File: src/rtl/instr_encoder_pkg.sv
// Shared RV32I opcode constants, field-placement helpers and the encode function
// used by the instruction-injection encoder.
package instr_encoder_pkg;

  localparam logic [6:0] OPC_LOAD   = 7'b0000011;
  localparam logic [6:0] OPC_FENCE  = 7'b0001111;
  localparam logic [6:0] OPC_OP_IMM = 7'b0010011;
  localparam logic [6:0] OPC_AUIPC  = 7'b0010111;
  localparam logic [6:0] OPC_STORE  = 7'b0100011;
  localparam logic [6:0] OPC_OP     = 7'b0110011;
  localparam logic [6:0] OPC_LUI    = 7'b0110111;
  localparam logic [6:0] OPC_BRANCH = 7'b1100011;
  localparam logic [6:0] OPC_JALR   = 7'b1100111;
  localparam logic [6:0] OPC_JAL    = 7'b1101111;
  localparam logic [6:0] OPC_SYSTEM = 7'b1110011;

  localparam logic [31:0] NOP_INSTR = 32'h0000_0013;
  localparam int unsigned ENTRY_W   = 33;

  typedef struct packed {
    logic [6:0]  opcode;
    logic [4:0]  rd;
    logic [4:0]  rs1;
    logic [4:0]  rs2;
    logic [2:0]  funct3;
    logic [6:0]  funct7;
    logic [31:0] imm;
  } fields_t;

  // err sits above instr so the packed entry is {err, instr}.
  typedef struct packed {
    logic        err;
    logic [31:0] instr;
  } entry_t;

  function automatic logic [31:0] fmt_r(input fields_t f);
    return {f.funct7, f.rs2, f.rs1, f.funct3, f.rd, f.opcode};
  endfunction

  function automatic logic [31:0] fmt_i(input fields_t f);
    return {f.imm[11:0], f.rs1, f.funct3, f.rd, f.opcode};
  endfunction

  function automatic logic [31:0] fmt_s(input fields_t f);
    return {f.imm[11:5], f.rs2, f.rs1, f.funct3, f.imm[4:0], f.opcode};
  endfunction

  function automatic logic [31:0] fmt_b(input fields_t f);
    return {f.imm[12], f.imm[10:5], f.rs2, f.rs1, f.funct3,
            f.imm[4:1], f.imm[11], f.opcode};
  endfunction

  function automatic logic [31:0] fmt_j(input fields_t f);
    return {f.imm[20], f.imm[10:1], f.imm[11], f.imm[19:12], f.rd, f.opcode};
  endfunction

  function automatic logic [31:0] fmt_u(input fields_t f);
    return {f.imm[31:12], f.rd, f.opcode};
  endfunction

  // Unrepresentable immediates still produce the truncated word, flagged err.
  function automatic entry_t encode(input fields_t f);
    entry_t e;
    e.instr = NOP_INSTR;
    e.err   = 1'b0;
    case (f.opcode)
      OPC_OP: begin
        e.instr = fmt_r(f);
      end
      OPC_OP_IMM, OPC_LOAD, OPC_JALR: begin
        e.instr = fmt_i(f);
        e.err   = (f.imm[31:12] != '0);
      end
      OPC_STORE: begin
        e.instr = fmt_s(f);
        e.err   = (f.imm[31:12] != '0);
      end
      OPC_BRANCH: begin
        e.instr = fmt_b(f);
        e.err   = (f.imm[31:13] != '0) || f.imm[0];
      end
      OPC_JAL: begin
        e.instr = fmt_j(f);
        e.err   = (f.imm[31:21] != '0) || f.imm[0];
      end
      OPC_LUI, OPC_AUIPC: begin
        e.instr = fmt_u(f);
        e.err   = (f.imm[11:0] != '0);
      end
      OPC_FENCE, OPC_SYSTEM: begin
        e.instr = fmt_r(f);
      end
      default: begin
        e.instr = NOP_INSTR;
        e.err   = 1'b1;
      end
    endcase
    return e;
  endfunction

endpackage

File: src/rtl/instr_encoder_sync_fifo2.sv
// Two-entry synchronous FIFO with registered count; head reads as zero when empty.
module sync_fifo2
  import instr_encoder_pkg::*;
#(
  parameter int unsigned W = ENTRY_W
) (
  input  logic         clk,
  input  logic         rst_n,
  input  logic         push,
  input  logic         pop,
  input  logic [W-1:0] din,
  output logic [W-1:0] dout,
  output logic [1:0]   count,
  output logic         full,
  output logic         empty
);

  logic [W-1:0] mem_q [2];
  logic [W-1:0] mem_d [2];
  logic         wr_ptr_q, wr_ptr_d;
  logic         rd_ptr_q, rd_ptr_d;
  logic [1:0]   count_q, count_d;
  logic         push_ok, pop_ok;

  assign full    = (count_q == 2'd2);
  assign empty   = (count_q == 2'd0);
  assign count   = count_q;
  assign push_ok = push && !full;
  assign pop_ok  = pop && !empty;
  assign dout    = empty ? '0 : mem_q[rd_ptr_q];

  // NOTE: every variable gets a default at the top of always_comb so no path leaves it unassigned (no latch).
  always_comb begin
    mem_d    = mem_q;
    wr_ptr_d = wr_ptr_q;
    rd_ptr_d = rd_ptr_q;
    count_d  = count_q;
    if (push_ok) begin
      mem_d[wr_ptr_q] = din;
      wr_ptr_d        = ~wr_ptr_q;
    end
    if (pop_ok) begin
      rd_ptr_d = ~rd_ptr_q;
    end
    case ({push_ok, pop_ok})
      2'b10:   count_d = count_q + 2'd1;
      2'b01:   count_d = count_q - 2'd1;
      default: count_d = count_q;
    endcase
  end

  // NOTE: sequential state uses non-blocking assignments so all flops update from pre-edge values.
  always_ff @(posedge clk) begin
    if (!rst_n) begin
      wr_ptr_q <= 1'b0;
      rd_ptr_q <= 1'b0;
      count_q  <= 2'd0;
    end else begin
      wr_ptr_q <= wr_ptr_d;
      rd_ptr_q <= rd_ptr_d;
      count_q  <= count_d;
    end
  end

  // NOTE: storage is deliberately not reset; empty masks stale contents at dout.
  always_ff @(posedge clk) begin
    mem_q <= mem_d;
  end

endmodule

File: src/rtl/instr_encoder.sv
// RV32I field-to-word encoder with valid/ready input, 2-entry output FIFO and
// a saturating count of entries flagged as unrepresentable or unknown.
module instr_encoder
  import instr_encoder_pkg::*;
#(
  parameter int unsigned FIFO_DEPTH = 2,
  parameter int unsigned ERR_CNT_W  = 16
) (
  input  logic                 clk,
  input  logic                 rst_n,
  input  logic                 in_valid,
  output logic                 in_ready,
  input  logic [6:0]           opcode,
  input  logic [4:0]           rd,
  input  logic [4:0]           rs1,
  input  logic [4:0]           rs2,
  input  logic [2:0]           funct3,
  input  logic [6:0]           funct7,
  input  logic [31:0]          imm,
  output logic                 out_valid,
  input  logic                 out_ready,
  output logic [31:0]          instr,
  output logic                 err,
  output logic [ERR_CNT_W-1:0] err_count
);

  // Only a depth of 2 is implemented; FIFO_DEPTH exists for interface stability.
  localparam int unsigned DEPTH_UNUSED = FIFO_DEPTH;

  fields_t              fields;
  entry_t               enc_entry;
  entry_t               head_entry;
  logic [ENTRY_W-1:0]   head_raw;
  logic [1:0]           fifo_count;
  logic                 fifo_full;
  logic                 fifo_empty;
  logic                 push;
  logic                 pop;
  logic [ERR_CNT_W-1:0] err_count_q, err_count_d;

  assign fields = '{opcode: opcode, rd: rd, rs1: rs1, rs2: rs2,
                    funct3: funct3, funct7: funct7, imm: imm};

  always_comb begin
    enc_entry = encode(fields);
  end

  assign in_ready  = !fifo_full;
  assign out_valid = !fifo_empty;
  assign push      = in_valid && in_ready;
  assign pop       = out_valid && out_ready;

  sync_fifo2 #(
    .W (ENTRY_W)
  ) u_fifo (
    .clk   (clk),
    .rst_n (rst_n),
    .push  (push),
    .pop   (pop),
    .din   (enc_entry),
    .dout  (head_raw),
    .count (fifo_count),
    .full  (fifo_full),
    .empty (fifo_empty)
  );

  assign head_entry = entry_t'(head_raw);
  assign instr      = head_entry.instr;
  assign err        = head_entry.err;

  always_comb begin
    err_count_d = err_count_q;
    if (push && enc_entry.err && (err_count_q != '1)) begin
      err_count_d = err_count_q + 1'b1;
    end
  end

  always_ff @(posedge clk) begin
    if (!rst_n) begin
      err_count_q <= '0;
    end else begin
      err_count_q <= err_count_d;
    end
  end

  assign err_count = err_count_q;

endmodule

File: config.mk
export PLATFORM = sky130hd
export DESIGN_NAME = instr_encoder
export DESIGN_NICKNAME = d
export VERILOG_FILES = /design/src/rtl/instr_encoder_pkg.sv /design/src/rtl/instr_encoder_sync_fifo2.sv /design/src/rtl/instr_encoder.sv
export SDC_FILE = /design/constraint.sdc
export NUM_CORES = 1
export LEC_CHECK = 0
export BUFFER_PORTS_ARGS = -buffer_cell sky130_fd_sc_hd__buf_2
export CAP_MARGIN = 25
export CORE_ASPECT_RATIO = 0.6
export CORE_UTILIZATION = 28
export CTS_CLUSTER_DIAMETER = 60
export DETAILED_ROUTE_END_ITERATION = 8
export SYNTH_ARGS = -nofsm -noshare
export SYNTH_HDL_FRONTEND = slang
export SYNTH_SLANG_ARGS = --single-unit
File: constraint.sdc
create_clock -name clk -period 2.95 [get_ports clk]
set_input_delay 0.295 -clock clk [delete_from_list [all_inputs] [get_ports clk]]
set_output_delay 0.295 -clock clk [all_outputs]
set_load 0.02 [all_outputs]
==> summary.md, run 1 <==
| Metric | Value |
|---|---|
| Area of the die | `0.0158 mm2` |
| Post-CTS Setup Bufs | `0` |
| Routed WL | `11.8 mm` |
| Max Root-Sink Buffers | `2` |
| Placer Congestion | `around 0.84` |
| Reg2Reg Launch Point | `err_count[4]` |
| Filler Cells Inserted | `1,493` |
| Worst Path Required | `3210 ps` |
| Cts bufs inserted | `9` |
| Worst-margin pin slew | `approximately 690 ps` |
| Max frequency | `455 MHz` |
| Number of buffers and inverters on the critical path | `0` |
| Peak VDD IR | `0.334 mV` |
| FFs w/ async S/R, synth | `0%` |
| Via Count | `about 3.5k` |
| Crit-path cells | `and3_1 -> and3_1 -> and4_1 -> nand4_1 -> nand2_1 -> or4_1 -> a21oi_1` |
| CORE AREA | `0.0147 mm2` |
| Initial DRC Count | `297` |
| Largest net degree at the start of global routing | `34` |
| Area Growth Syn to Fin | `26.0%` |
| Post-synthesis sequential area ratio | `between 50 and 60%` |
| Post-synth top flop | `edfxtp_1` |
| Final Hold Viols | `0` |
| Vias in the first global route | `3,390` |
| Clk_lat worst skew | `330 ps` |
| Crit path max fanout | `12` |
| Fin. max-slew vios | `0` |
| Avg Inst Size Synth | `11.0 um2` |
| First-pass DRT Iterations | `6` |
| Yosys cell types | `52` |
| Setup ws final | `752 ps` |
| CP Class | `flip-flop to flip-flop` |
| First-pass GRT wire length | `18.4 mm` |
| Layout Nets | `572` |
| Slowest cell on crit path | `or4_1` |
| Fin Setup TNS | `0 ps` |
| Cell Area, Synth | `0.00427 mm2` |
| Ratio of cells with drive above 1 in the final layout | `30.4%` |
| Crit path launch type | `flip-flop` |
| Hpwl dp | `8.70 mm` |
| Cell Rows | `34` |
| Hold Crit Depth | `3` |
| Pwr dens | `753 mW/mm2` |
| DR WL/cell | `between 15 and 20 um` |
| Final setup viols | `0` |
| Resize count post-CTS | `0` |
| Hold_ws | `approximately 260 ps` |
| Post-synth EDFFs | `66` |
| Crit. End Element | `flip-flop` |
| Die width | `161 um` |
| Die Ht | `97.7 um` |
| Most frequent cells in the layout | `buf_2, edfxtp_1, nor2_1` |
| Period utilisation layout | `74.5%` |
| Hold wc startpoint | `rs2[1]` |
| Post-CTS Hold Fix Bufs | `0` |
| CP dominant cell by count | `and3_1` |
| Clock slew at reported path FFs | `60 ps` |
| Number of vias per cell | `a little under 5` |
| IO Count | `between 100 and 150` |
| Antenna diodes | `0` |
| Rel. slew slack | `between 50% and 60%` |
| Initial core utilization | `29.1%` |
| Setup WS pre-CTS | `~460 ps` |
| CTS tree | `yes` |
| Grt total ovfl | `0` |
| IO Port Bufs | `between 100 and 150` |
| Status | `completed` |
| Worst Hold Class | `input port to flip-flop` |
| Ys Warns | `0` |
| Critical path arrival | `2460 ps` |
| Max-Cap Viols | `0` |
| Unrepaired setup endpoints after global routing | `false` |
| Leading cell type in the layout, fill and taps excluded | `buf_2` |
| Worst path max stage delay | `540 ps` |
| Initial antenna violation count | `0` |
| Final worst path period need | `2200 ps` |
| Layout Skew | `9.73 ps` |
| Leak | `2.17 nW` |
| GRT Total Usage | `15.2%` |
| Register bit total from synthesis | `86` |
| H-tree levels | `3` |
| Fin util | `a little under two fifths` |
| Antenna viol nets, final | `0` |
| R2r endpoint | `err_count[13]` |
| Remaining DRCs | `0` |
| Internal reg-to-reg setup slack | `around 750 ps` |
| Hold endpoint | `u_fifo.mem_q[21]` |
| Syn Inst Count | `about 390` |
| Clock sinks | `86` |
| CTS root buffer | `clkbuf_16` |
| CP top delay family | `simple AND/OR/NAND/NOR gates` |
| Reg2reg path depth | `7` |
power by group:
part,switching [W],internal (W),leakage [nW]
registers,0.0000811,0.00148,0.796
logic,0.000911,0.000466,1.22
clock network,0.000469,0.000651,0.152
state kept, by name (all words and copies together), names as in the netlist:
signal and count:
u_fifo.wr_ptr_q 1, u_fifo.count 2, u_fifo.rd_ptr_q 1, err_count 16, u_fifo.mem_q 66
kinds of logic (layout without fill, tap and decap cells):
logic type	after synthesis	count (layout)	synth area share (%)
fa+ha+maj	2	2	0.586
mux	35	35	8.23
buf+inv	42	158	4.22
simple gates	143	143	17.3
compound gates	76	76	13.2
other cells	1	4	0.0878
flops	86	86	55.8
xor+xnor	3	3	0.615
Yosys cell counts (3+ instances only):
master    instances  area, um2
clkbuf_1         16       60.1
o31ai_1           9       67.6
or4_1             7       52.6
nand4_1           4       25.0
and3_1            3       18.8
and2_1            9       56.3
inv_1            18       67.6
nor2b_1           4       25.0
nor3_1            3       15.0
nand2b_1          4       25.0
a222oi_1         10        100
nand2_1          22       82.6
a22o_1           14        123
or3_1             7       43.8
nand3_1           6       30.0
mux2i_1          34        340
nor2_1           50        188
edfxtp_1         66       1980
o21ai_0           9       45.0
a21oi_1          18       90.1
nor4_1            9       56.3
buf_2             6       30.0
dfxtp_1          20        400
cell type report:
class / count / area, um2 / area share, %
sequential: 86 / 2380 / 44.3
multi-input combinational: 263 / 1740 / 32.3
timing repair buffer: 124 / 648 / 12.0
clock buffer: 11 / 264 / 4.90
tap: 198 / 248 / 4.60
inverter: 18 / 67.6 / 1.26
clock inverter: 5 / 35.0 / 0.651
routing by layer:
layer / share of wire (%) / wire length (um) / global-route usage [%]
met4: 0.53 / 63 / 2.90
met3: 5.8 / 681 / 3.71
met5: 0 / 0 / 0
met2: 46 / 5460 / 23.7
met1: 47 / 5620 / 21.3
how the worst max path moves through the flow:
stage,end,slack [ps],cells after the start,from
floorplan,u_fifo.mem_q[33],140,4,u_fifo.count[0]
CTS,err_count[13],770,7,u_fifo.count[0]
global route,err_count[9],600,7,opcode[4]
global placement,err_count[14],600,7,opcode[4]
finish,err_count[13],750,7,err_count[4]
detailed placement,err_count[14],460,7,opcode[4]
worst min-delay path, delay by kind of cell:
family	cells	cell delay [ps]
buffers and inverters	2	150
AO/OA/AOI/OAI	1	50
per-stage QoR:
stage               power [W]  std cells  area, um2
global route          0.00428        705       5380
CTS                   0.00412        705       5380
floorplan             0.00245        391       4280
global placement      0.00297        689       5080
finish                0.00405        705       5380
detailed placement    0.00299        689       5080
Power figures use the tool's default switching activity.
==> run 2: changes to the inputs <==
==> constraint.sdc (replaced) <==
create_clock -name clk -period 2.3 [get_ports clk]
set_input_delay 0.23 -clock clk [delete_from_list [all_inputs] [get_ports clk]]
set_output_delay 0.23 -clock clk [all_outputs]
set_load 0.02 [all_outputs]
==> run 2 against run 1 <==
  * Setup slack got worse by 650 ps
  * Non-clock buffer count increased by 7
  * Via count increased by 0.83%
  * Critical endpoint is now err_count[10]
  * Worst hold slack got worse by 59 ps
  * Global-route usage decreased by 0.082 points
  * Clock skew about the same
  * Maximum frequency increased by 0.17%
  * Largest power group unchanged
==> summary.md, run 2 (same netlist as run 1, synthesis figures left out) <==
| Metric | Value |
|---|---|
| Status | `completed (unchanged)` |
| Initial DRC Count | `260 (was 297)` |
| Worst-margin pin slew | `727 ps (was 689 ps)` |
| R2r endpoint | `err_count[10] (was err_count[13])` |
| Most frequent cells in the layout | `buf_2, edfxtp_1, nor2_1 (unchanged)` |
| Ratio of cells with drive above 1 in the final layout | `31.1% (was 30.4%)` |
| H-tree levels | `3 (unchanged)` |
| Worst Hold Class | `input port to flip-flop (unchanged)` |
| Remaining DRCs | `0 (unchanged)` |
| GRT Total Usage | `15.1% (was 15.2%)` |
| Area of the die | `0.0158 mm2 (unchanged)` |
| Hold_ws | `206 ps (was 264 ps)` |
| Critical path arrival | `2460 ps (about the same)` |
| Cell Rows | `34 (unchanged)` |
| Filler Cells Inserted | `1,491 (was 1,493)` |
| Biggest register | `u_fifo.mem_q (unchanged)` |
| Fin. max-slew vios | `0 (unchanged)` |
| Peak VDD IR | `0.387 mV (was 0.334 mV)` |
| GR Layer Usage met3 | `3.50% (was 3.71%)` |
| IO Count | `119 (unchanged)` |
| Layout Nets | `579 (was 572)` |
| Vias in the first global route | `3,434 (was 3,390)` |
| Crit-path cells | `and3_1 -> and3_1 -> and4_1 -> nand4_1 -> nand2_1 -> or4_1 -> a21oi_1 (unchanged)` |
| Internal power | `0.00335 W (was 0.00259 W)` |
| Final worst path period need | `2190 ps (was 2200 ps)` |
| Hpwl dp | `8.99 mm (was 8.70 mm)` |
| Sequential power share | `38.2% (was 38.4%)` |
| Largest net degree at the start of global routing | `34 (unchanged)` |
| Die width | `161 um (unchanged)` |
| First-pass DRT Iterations | `6 (unchanged)` |
| DR WL/cell | `16.5 um (was 16.8 um)` |
| Worst Path Required | `2570 ps (was 3210 ps)` |
| Final Hold Viols | `0 (unchanged)` |
| Max Root-Sink Buffers | `2 (unchanged)` |
| Sw Share | `35.9% (was 36.0%)` |
| Number of buffers and inverters on the critical path | `0 (unchanged)` |
| Setup WS pre-CTS | `32.4 ps (was 463 ps)` |
| Clock slew at reported path FFs | `60 ps (about the same)` |
| GR Layer Usage met2 | `23.7% (about the same)` |
| Hold Crit Depth | `3 (unchanged)` |
| Grt total ovfl | `0 (unchanged)` |
| Setup ws final | `105 ps (was 752 ps)` |
| Clock power share | `27.6% (about the same)` |
| CP top delay family | `simple AND/OR/NAND/NOR gates (unchanged)` |
| Reg2Reg Launch Point | `err_count[4] (unchanged)` |
| Final setup viols | `0 (unchanged)` |
| Internal reg-to-reg setup slack | `110 ps (was 750 ps)` |
| Crit path launch type | `flip-flop (unchanged)` |
| Initial antenna violation count | `0 (unchanged)` |
| Via Count | `3,520 (was 3,491)` |
| Number of vias per cell | `4.94 (was 4.95)` |
| Max frequency | `456 MHz (was 455 MHz)` |
| CTS root buffer | `clkbuf_16 (unchanged)` |
| Slowest cell on crit path | `or4_1 (unchanged)` |
| Antenna diodes | `0 (unchanged)` |
| Global Route met1 Usage | `20.7% (was 21.3%)` |
| Clk_lat worst skew | `340 ps (was 330 ps)` |
| Placer Congestion | `0.895 (was 0.841)` |
| CP Class | `flip-flop to flip-flop (unchanged)` |
| Area Growth Syn to Fin | `27.3% (was 26.0%)` |
| Crit path max fanout | `11 (was 12)` |
| Unrepaired setup endpoints after global routing | `true (was false)` |
| Leak | `2.19 nW (was 2.17 nW)` |
| Reg2reg path depth | `7 (unchanged)` |
| Period utilisation layout | `95.4% (was 74.5%)` |
| Post-CTS Hold Fix Bufs | `0 (unchanged)` |
| Initial core utilization | `29.1% (unchanged)` |
| Post-CTS Setup Bufs | `0 (unchanged)` |
| Crit. End Element | `flip-flop (unchanged)` |
| Layout Skew | `9.24 ps (was 9.73 ps)` |
| CORE AREA | `0.0147 mm2 (unchanged)` |
| Global route hottest layer | `met2 (unchanged)` |
| Worst path max stage delay | `550 ps (was 540 ps)` |
| Die Ht | `97.7 um (unchanged)` |
| Psw | `0.00187 W (was 0.00146 W)` |
| Cts bufs inserted | `9 (unchanged)` |
| CTS tree | `yes (unchanged)` |
| IO Port Bufs | `118 (unchanged)` |
| Clock sinks | `86 (unchanged)` |
| First-pass GRT wire length | `18.2 mm (was 18.4 mm)` |
| Leading cell type in the layout, fill and taps excluded | `buf_2 (unchanged)` |
| Routed WL | `11.8 mm (about the same)` |
| Hold endpoint | `u_fifo.mem_q[21] (unchanged)` |
| CP dominant cell by count | `and3_1 (unchanged)` |
| Fin util | `37.0% (was 36.7%)` |
| Pwr dens | `961 mW/mm2 (was 753 mW/mm2)` |
| Max FFs per register | `66 (unchanged)` |
| Fin Setup TNS | `0 ps (unchanged)` |
| Combinational power share | `34.2% (was 34.0%)` |
| Rel. slew slack | `51.3% (was 53.9%)` |
| Max-Cap Viols | `0 (unchanged)` |
| Hold wc startpoint | `rs2[1] (unchanged)` |
| Resize count post-CTS | `0 (unchanged)` |
| Antenna viol nets, final | `0 (unchanged)` |
-- run 2: layout make-up --
class                      count  area [um2]  share of cell area, %
multi-input combinational    263        1740                   32.0
inverter                      18        67.6                   1.24
clock buffer                  10         229                   4.21
sequential                    86        2380                   43.9
timing repair buffer         131         701                   12.9
clock inverter                 6        70.1                   1.29
tap                          198         248                   4.56
-- run 2: how the worst max path moves through the flow --
| stage | from | end | slack (ps) | cells past startpoint |
|---|---|---|---|---|
| after global routing | err_count[4] | err_count[10] | -40 | 7 |
| after CTS | err_count[4] | err_count[10] | 150 | 7 |
| after detailed placement | opcode[4] | err_count[7] | 30 | 9 |
| final | err_count[4] | err_count[10] | 110 | 7 |
| after floorplan | u_fifo.count[0] | u_fifo.mem_q[33] | 40 | 4 |
| after global placement | opcode[4] | u_fifo.mem_q[25] | 120 | 8 |
-- run 2: routing by layer --
metal / up-vias / wire, um
met2: 97 / 5410
met5: - / 0
met4: 0 / 148
met1: 1711 / 5680
met3: 14 / 541
li1: 1698 / -
-- run 2: power by group through the flow --
stage,sequential (W),combinational (W),clock [W]
6_report,0.00199,0.00178,0.00144
3_3_place_gp,0.00202,0.00180,0
4_1_cts,0.00200,0.00182,0.00148
2_1_floorplan,0.00198,0.00116,0
3_5_place_dp,0.00203,0.00182,0
5_1_grt,0.00202,0.00194,0.00155
-- run 2: metrics by stage --
stage / std cells / power, W / instance area [um2]
floorplan: 391 / 0.00314 / 4290
global placement: 696 / 0.00382 / 5140
detailed placement: 696 / 0.00385 / 5140
CTS: 712 / 0.00529 / 5440
global route: 712 / 0.00550 / 5440
finish: 712 / 0.00522 / 5440
-- run 2: worst min-delay path, delay by kind of cell --
family	cells	cell delay, ps
AOI/OAI and AO/OA	1	50
buffers and inverters	2	150
